### src/rtl/uart_pkg.sv
// uart_pkg: shared types and constants for the UART transmitter.
package uart_pkg;

    typedef enum logic [1:0] {IDLE, START, DATA, STOP} tx_state_e;

    localparam int DATA_BITS = 8;

    function automatic int calc_div(input int clk_hz, input int baud);
        return clk_hz / baud;
    endfunction

endpackage

### src/rtl/uart_tx_if.sv
// uart_tx_if: BusCtrl-side write port and FIFO status of the UART transmitter.
interface uart_tx_if;
    logic [7:0] iData;
    logic       iWe;
    logic       oFull;
    logic       oEmpty;

    modport master (output iData, iWe, input oFull, oEmpty);
    modport slave  (input iData, iWe, output oFull, oEmpty);
endinterface

### src/rtl/sync_fifo.sv
// sync_fifo: single-clock FIFO with a combinational head and a registered occupancy count.
module sync_fifo #(
    parameter int WIDTH = 8,
    parameter int DEPTH = 16
) (
    input  logic             clk,
    input  logic             rst,
    input  logic             push,
    input  logic             pop,
    input  logic [WIDTH-1:0] wdata,
    output logic [WIDTH-1:0] rdata,
    output logic             full,
    output logic             empty
);
    localparam int AW = $clog2(DEPTH);

    logic [WIDTH-1:0] mem_q [DEPTH];
    logic [AW-1:0]    wp_q, rp_q;
    logic [AW:0]      cnt_q;
    logic             wr, rd;

    assign full  = cnt_q == (AW+1)'(DEPTH);
    assign empty = cnt_q == '0;
    assign wr    = push && !full;
    assign rd    = pop && !empty;
    assign rdata = mem_q[rp_q];

    always_ff @(posedge clk)
        if (wr) mem_q[wp_q] <= wdata;

    // pointers wrap naturally at AW bits; a push while full is ignored even if popping
    always_ff @(posedge clk or posedge rst)
        if (rst) begin
            wp_q  <= '0;
            rp_q  <= '0;
            cnt_q <= '0;
        end else begin
            if (wr) wp_q <= wp_q + 1'b1;
            if (rd) rp_q <= rp_q + 1'b1;
            cnt_q <= cnt_q + (AW+1)'(wr) - (AW+1)'(rd);
        end

endmodule

### src/rtl/uart_tx.sv
// uart_tx: bus-mapped 8N1 transmitter; bytes queue in a FIFO and are shifted out LSB first.
module uart_tx
    import uart_pkg::*;
#(
    parameter int CLK_HZ = 100_000_000,
    parameter int BAUD   = 115_200,
    parameter int DEPTH  = 16
) (
    input  logic     clk,
    input  logic     rst,
    uart_tx_if.slave bus,
    output logic     oBusy,
    output logic     oTx
);
    localparam int DIV = calc_div(CLK_HZ, BAUD);
    localparam int CW  = $clog2(DIV);
    localparam int IW  = $clog2(DATA_BITS);

    tx_state_e            state_q, state_d;
    logic [CW-1:0]        cnt_q, cnt_d;
    logic [IW-1:0]        idx_q, idx_d;
    logic [DATA_BITS-1:0] shift_q, shift_d, head;
    logic                 tx_q, tx_d, busy_q, busy_d;
    logic                 pop, empty, tick;

    sync_fifo #(.WIDTH(DATA_BITS), .DEPTH(DEPTH)) u_fifo (
        .clk   (clk),
        .rst   (rst),
        .push  (bus.iWe),
        .pop   (pop),
        .wdata (bus.iData),
        .rdata (head),
        .full  (bus.oFull),
        .empty (empty)
    );

    assign bus.oEmpty = empty;
    assign tick       = cnt_q == CW'(DIV - 1);
    assign oTx        = tx_q;
    assign oBusy      = busy_q;

    always_ff @(posedge clk or posedge rst)
        if (rst) begin
            state_q <= IDLE;
            cnt_q   <= '0;
            idx_q   <= '0;
            shift_q <= '0;
            tx_q    <= 1'b1;
            busy_q  <= 1'b0;
        end else begin
            state_q <= state_d;
            cnt_q   <= cnt_d;
            idx_q   <= idx_d;
            shift_q <= shift_d;
            tx_q    <= tx_d;
            busy_q  <= busy_d;
        end

    always_comb begin
        state_d = state_q;
        cnt_d   = (state_q == IDLE || tick) ? '0 : cnt_q + 1'b1;
        idx_d   = idx_q;
        shift_d = shift_q;
        case (state_q)
            IDLE:  if (!empty) begin
                       state_d = START;
                       shift_d = head;
                   end
            START: if (tick) begin
                       state_d = DATA;
                       idx_d   = '0;
                   end
            DATA:  if (tick) begin
                       shift_d = shift_q >> 1;
                       idx_d   = idx_q + 1'b1;
                       if (idx_q == IW'(DATA_BITS - 1)) state_d = STOP;
                   end
            STOP:  if (tick) state_d = IDLE;
            default: state_d = IDLE;
        endcase
    end

    // line and busy are registered one cycle behind the state so they stay aligned
    always_comb begin
        pop    = state_q == IDLE && !empty;
        busy_d = state_q != IDLE;
        tx_d   = state_q == START ? 1'b0 : state_q == DATA ? shift_q[0] : 1'b1;
    end

endmodule

### src/flat_wrapper.sv
// flat-port wrapper written by rule: the top's interface ports become plain ports
module uart_tx_flat import uart_pkg::*;
#(
    parameter int CLK_HZ = 100_000_000,
    parameter int BAUD   = 115_200,
    parameter int DEPTH  = 16
)
  (clk, rst, oBusy, oTx, bus_iData, bus_iWe, bus_oFull, bus_oEmpty);
  uart_tx_if bus_i ();
  input  logic clk;
  input  logic rst;
  output logic oBusy;
  output logic oTx;
  input wire logic [$bits(bus_i.iData)-1:0] bus_iData;
  input wire logic [$bits(bus_i.iWe)-1:0] bus_iWe;
  output wire logic [$bits(bus_i.oFull)-1:0] bus_oFull;
  output wire logic [$bits(bus_i.oEmpty)-1:0] bus_oEmpty;
  assign bus_i.iData = bus_iData;
  assign bus_i.iWe = bus_iWe;
  assign bus_oFull = bus_i.oFull;
  assign bus_oEmpty = bus_i.oEmpty;
  uart_tx #(.CLK_HZ(CLK_HZ), .BAUD(BAUD), .DEPTH(DEPTH)) u_core (.clk(clk), .rst(rst), .bus(bus_i), .oBusy(oBusy), .oTx(oTx));
endmodule
### config.mk
export PLATFORM = sky130hd
export DESIGN_NAME = uart_tx_flat
export DESIGN_NICKNAME = d
export VERILOG_FILES = /design/src/rtl/uart_pkg.sv /design/src/rtl/uart_tx_if.sv /design/src/rtl/sync_fifo.sv /design/src/rtl/uart_tx.sv /design/src/flat_wrapper.sv
export SDC_FILE = /design/constraint.sdc
export NUM_CORES = 1
export LEC_CHECK = 0
export CORE_MARGIN = 2
export CORE_UTILIZATION = 45
export CTS_BUF_LIST = sky130_fd_sc_hd__clkbuf_4 sky130_fd_sc_hd__clkbuf_8
export CTS_CLUSTER_SIZE = 30
export DETAILED_ROUTE_END_ITERATION = 16
export PLACE_DENSITY = 0.61
export REMOVE_ABC_BUFFERS = 1
export SETUP_SLACK_MARGIN = 0.5
export SYNTH_ARGS = -nofsm -noshare
export SYNTH_HDL_FRONTEND = slang
export SYNTH_HIERARCHICAL = 1
export SYNTH_SLANG_ARGS = --single-unit
### constraint.sdc
create_clock -name clk -period 8.35 [get_ports clk]
set_input_delay 1.67 -clock clk [delete_from_list [all_inputs] [get_ports clk]]
set_output_delay 1.67 -clock clk [all_outputs]
set_load 0.01 [all_outputs]
# After elaboration in Yosys (flattened, before gate mapping)
# Memories as Yosys holds them, arrays and structs flattened.
# Cells that the tools add are included.
[totals] word_cells=58 n_memories=1 ramBits=128 out_inout_bits=4 inputBits=11 reg_bits=38
[op_classes] reduce_logical=14 n_mux=17 n_eq_ne=11 addsub=6
[memory_table] name="u_core.u_fifo.mem_q" words=16 word_bits=8 rd=1 rd_clocked_by_memory_dff=0 wr=1 line_no="sync_fifo.sv:17" rtl="logic [WIDTH-1:0] mem_q [DEPTH];"
[ops] operator="8-bit 2-to-1 mux" count=2
[ops] operator="8-bit case mux with 2 select lines" count=1
[ops] operator="10-bit by 1-bit adder with 10-bit output, second input constant" count=1
[ops] operator="10-bit equality test, second input constant" count=1
[ops] operator="10-bit 2-to-1 mux" count=1
[ops] operator="2-bit 2-to-1 mux" count=5
[ops] operator="4-bit by 1-bit adder with 4-bit output, second input constant" count=2
[ops] operator="2-bit by 1-bit != test with 1-bit output, second input constant" count=4
[ops] operator="2-bit case mux with 4 select lines" count=1
[ops] operator="3-bit 2-to-1 mux" count=2
[ops] operator="3-bit case mux with 2 select lines" count=1
[ops] operator="3-bit AND reduction" count=2
[ops] operator="2-bit nonzero test" count=3
[ops] operator="5-bit by 1-bit adder with 5-bit output" count=1
[ops] operator="5-bit equality test, second input constant" count=1
[ops] operator="5-bit logical NOT" count=1
[ops] operator="5-bit AND reduction" count=1
[ops] operator="5-bit by 1-bit subtractor with 5-bit output" count=1
[ops] operator="2-bit equality test, second input constant" count=2
[ops] operator="1-bit 2-to-1 mux" count=4
[ops] operator="3-bit by 1-bit adder with 3-bit output, second input constant" count=1
[ops] operator="3-bit equality test, second input constant" count=1
[ops] operator="1-bit logical AND" count=3
[ops] operator="2-bit by 1-bit equality test with 1-bit output, second input constant" count=1
[ops] operator="other kinds (4)" count=5

# Depth between registers and ports, before layout
[depth] ltp_word=5 depth_mapped=14 ltp_nobuf=13

# Modules after synthesis
# Netlist, hierarchy kept.
[modules_own_cells] mod="sync_fifo" n_inst=1 seq_area_each_um2=4169.0 cells_per_inst=320 area_each_um2=5866.9
[modules_own_cells] mod="uart_tx" n_inst=1 seq_area_each_um2=626.9 cells_per_inst=108 area_each_um2=1290.0

# Worst setup path before layout
# No wires, ideal clock.
[synth_path] path_type="input-to-reg" startpoint="in bus_iWe" endpoint="reg u_core.u_fifo.cnt_q[4]" path_stages=11 path_slack_ns=5.021 required_ns=8.227 arrival_ns=3.206 path_buffers=1 setup_ns=0.123 cell_sequence="nor2b_1 buf_4 inv_2 ha_1 inv_1 ha_1 fa_1 a21oi_1 nor2_1 nor2_1 xnor2_1"
[synth_via] elab_chain_len=3
[synth_lines] item="start: declaration" line_no="flat_wrapper.sv:15" rtl="input wire logic [$bits(bus_i.iWe)-1:0] bus_iWe;"
[synth_lines] item="1-bit logical AND" line_no="sync_fifo.sv:24" rtl="assign wr = push && !full;"
[synth_lines] item="5-bit by 1-bit adder with 5-bit output" line_no="sync_fifo.sv:40" rtl="cnt_q <= cnt_q + (AW+1)'(wr) - (AW+1)'(rd);"
[synth_lines] item="5-bit by 1-bit subtractor with 5-bit output" line_no="sync_fifo.sv:40"
[synth_lines] item="end signal: assignment" line_no="sync_fifo.sv:40"
[synth_lines] item="end: declaration" line_no="sync_fifo.sv:19" rtl="logic [AW:0] cnt_q;"
# Every way passes these cells.
# A chain may end at the register's enable or synchronous reset.

# Worst setup path after layout
[layout_path] startpoint="reg u_core.u_fifo.cnt_q[2]" endpoint="out bus_oEmpty"
[layout_via] elab_chain_len=1
[layout_lines] item="5-bit logical NOT" line_no="sync_fifo.sv:23" rtl="assign empty = cnt_q == '0;"
[layout_lines] item="end: declaration" line_no="flat_wrapper.sv:17" rtl="output wire logic [$bits(bus_i.oEmpty)-1:0] bus_oEmpty;"
# Every way passes these cells.

==> flow_metrics.tcl <==
set metrics [dict create \
    post-route-util_pct 49.68 \
    synth.area.top_cells "edfxtp_1 54%, dfrtp_1 13%, mux4_2 5.0%, mux2i_1 4.9%, ha_1 3.3%" \
    rsz0062_at_grt "no" \
    cts_tree "done" \
    synth_ff_type "edfxtp_1" \
    worstPathMaxFanout 7 \
    p_int_w 0.001321 \
    yosys.cell_count.top_type "edfxtp_1" \
    grt_overflow_total 0 \
    yosys.area.top_type "edfxtp_1" \
    run_status "finished, final reports clean" \
    n_antenna_cell 0 \
    postSynthCellCount 428 \
    critical_path_class "reg -> out" \
    hold_path_class "reg -> reg" \
    remaining_drc_errors 0 \
    cts.clk_slew.worst_paths_ns 0.09 \
    clock_skew_ns 0.01527 \
    critPathLaunch "u_core/u_fifo/cnt_q[2]$_DFF_PP0_" \
    dieArea_mm2 0.01693 \
    num-nets-final 477 \
    avgViaCountPerCell 5.243 \
    syn_avg_cell_area_um2 16.72 \
    grt_pass1_wl_um 19780 \
    ir_drop_v 0.0001792 \
    avgRoutedWirePerCell_um 18.93 \
    seqPwrFrac_pct 56.5 \
    holdBufCountCts 0 \
    grt_pass1_vias 3465 \
    antenna_found_initial 0 \
    die_h_um 130.1 \
    r2r-start "u_core/u_fifo/cnt_q[2]$_DFF_PP0_" \
    whs_ns 0.4848 \
    async_flop_share_pct 22.89 \
    synth-edff-count 128 \
    numCtsBuffers 17 \
    end_kind "output pin" \
    worst_path_max_delay_cell "clkdlybuf4s50_1" \
    drv_cap 0 \
    hold_viol 0 \
    cp_slowest_stage_delay_ns 0.67 \
    max-clock-path-buffers 2 \
    num_vias 3539 \
    io_buffer_count 14 \
    power_switching_w 0.0004865 \
    die_w_um 130.1 \
    dp_hpwl_um 8731 \
    period_share_pct 48.54 \
    syn-cell-area_mm2 0.007157 \
    areaGrowthSynthToFinish_pct 9.073 \
    power.leakage_nw 2.987 \
    initial_core_util_pct 45.55 \
    hold_start "u_core/cnt_q[0]$_DFF_PP0_" \
    grtUsageTotal_pct 16.44 \
    post_cts_buffers 0 \
    cp_cell_sequence "inv_1, ha_1, nor4b_2, clkdlybuf4s50_1" \
    ys_ff_latch 166 \
    numClockSinks 166 \
    clockRootBuffer "clkbuf_8" \
    drt_pass1_iterations 5 \
    core_mm2 0.01571 \
    clk_latency_ns 0.44 \
    layout-drive-gt1-share_pct 19.39 \
    yosysSeqAreaShare_pct 67.01 \
    start_kind "flop" \
    critPathBufInv 2 \
    synth.distinct_cells 45 \
    place.gp.congestion 0.7959 \
    power_per_cell_area_mw_per_mm2 231.6 \
    ctsHtreeMaxLevel 4 \
    crit_family "buffers and inverters" \
    relSlewSlack_pct 35.80 \
    post_cts_resized 0 \
    finalSetupViolations 0 \
    rows 46 \
    fin_tns_setup_ns 0 \
    required_ns 6.68 \
    synth_top_area_share_pct 53.71 \
    slew_viol_final 0 \
    cp_data_arrival_time_ns 2.38 \
    pwr-share-comb_pct 13.7 \
    p_sw_share_pct 26.91 \
    grt_max_degree 52 \
    final.min_clock_period_ns 4.053 \
    place_area_mm2 0.007426 \
    boundaryPins 15 \
    clockPowerShare_pct 29.8 \
    drtAntennaViolNets 0 \
    final_area_mm2 0.007806 \
    synthTopCellsByCount "128 x edfxtp_1, 37 x dfrtp_1, 35 x mux2i_1" \
    drt-initial-drc-count 302 \
    max_freq_ghz 0.2467 \
    tightest_slew_ns 0.9620 \
    synth_warnings 6 \
    wl_um 12780 \
]
placed cells by master, fill, tap and decap left out, types with 4 or more instances in the layout:
cell type | netlist | layout
edfxtp_1 | 128 | 128
dfrtp_1 | 37 | 36
mux2i_1 | 35 | 35
inv_1 | 20 | 20
nor2_1 | 19 | 19
ha_1 | 19 | 19
clkbuf_8 | 0 | 17
mux4_2 | 16 | 16
clkdlybuf4s50_1 | 0 | 14
mux2_2 | 14 | 14
nand2_1 | 13 | 13
o21ai_0 | 11 | 11
xor2_1 | 9 | 9
xnor2_1 | 9 | 9
a22oi_1 | 9 | 9
and2_1 | 9 | 9
a221oi_2 | 9 | 9
a221oi_1 | 7 | 7
buf_4 | 3 | 7
nand3_1 | 5 | 5
nand4_1 | 4 | 4
nor4_1 | 4 | 4
logic make-up (layout without fill, tap and decap cells):
logic type | after synthesis | count (layout) | share of synthesized area [%]
AND/OR/NAND/NOR | 70 | 70 | 5.507
multiplexers | 66 | 66 | 12.29
buffers and inverters | 43 | 74 | 3.829
XOR/XNOR | 18 | 18 | 2.203
AO/OA/AOI/OAI | 45 | 45 | 5.559
adder cells (fa/ha/maj) | 20 | 20 | 3.601
flip-flops | 166 | 166 | 67.01
power by group through the flow:
stage          logic, W  clock network (W)  registers (W)
2_1_floorplan  0.000165                  0        0.00103
3_3_place_gp   0.000241                  0        0.00104
3_5_place_dp   0.000248                  0        0.00104
4_1_cts        0.000251           0.000553        0.00102
6_report       0.000248           0.000538        0.00102
5_1_grt        0.000275           0.000590        0.00103
metal layers:
metal  global-route usage, %  wire (µm)  vias to the layer above
met5                       0          0                        -
met4                   5.060        193                        0
met3                   4.551        603                       14
met2                   26.70       6388                       84
met1                   21.77       5594                     1774
li1                        -          -                     1667
flip-flops by register name (all words and copies together) (netlist names):
register	count
u_core/u_fifo/wp_q	4
u_core/shift_q	8
u_core/u_fifo/cnt_q	5
u_core/state_q	2
u_core/u_fifo/mem_q	128
u_core/idx_q	3
u_core/oTx	1
u_core/oBusy	1
u_core/cnt_q	10
u_core/u_fifo/rp_q	4
cell type report:
type / instances / area, µm²
Multi-Input combinational cell: 219 / 2087
Fill cell: 1316 / 7906
Sequential cell: 166 / 4797
Clock inverter: 15 / 146.4
Inverter: 21 / 78.83
Tap cell: 216 / 270.3
Clock buffer: 17 / 234.0
Timing Repair Buffer: 21 / 192.7
metrics by stage:
stage	total power [W]	setup WS, ns	std cells
4_1_cts	0.001827	4.240	675
5_1_grt	0.001898	4.087	675
2_1_floorplan	0.001195	4.833	406
3_3_place_gp	0.001280	4.213	643
6_report	0.001808	4.297	675
3_5_place_dp	0.001289	4.171	643
worst register-to-register path, cell delays in order, from the launching register on:
cell and delay, ns:
dfrtp_1 0.40, inv_1 0.09, ha_1 0.17, nor4b_2 0.62
nor2_1 0.07, nor2b_1 0.24, ha_1 0.35, inv_1 0.04
ha_1 0.19, fa_1 0.41, a21oi_1 0.14, nor2_1 0.05
nor2_1 0.11, xnor2_1 0.13
worst paths after layout:
path	end	slack (ns)	cells past startpoint
worst max-delay path	bus_oEmpty	4.30	4
worst min-delay path	u_core/cnt_q[0]$_DFF_PP0_	0.48	1
worst max register to register	u_core/u_fifo/cnt_q[4]$_DFF_PP0_	5.26	13
worst min register to register	u_core/cnt_q[0]$_DFF_PP0_	0.48	1
max in group asynchronous	u_core/shift_q[1]$_DFFE_PP0P_	5.99	2
min in group asynchronous	u_core/u_fifo/cnt_q[0]$_DFF_PP0_	1.57	2
Note: power is estimated with default switching activity, not from simulation.
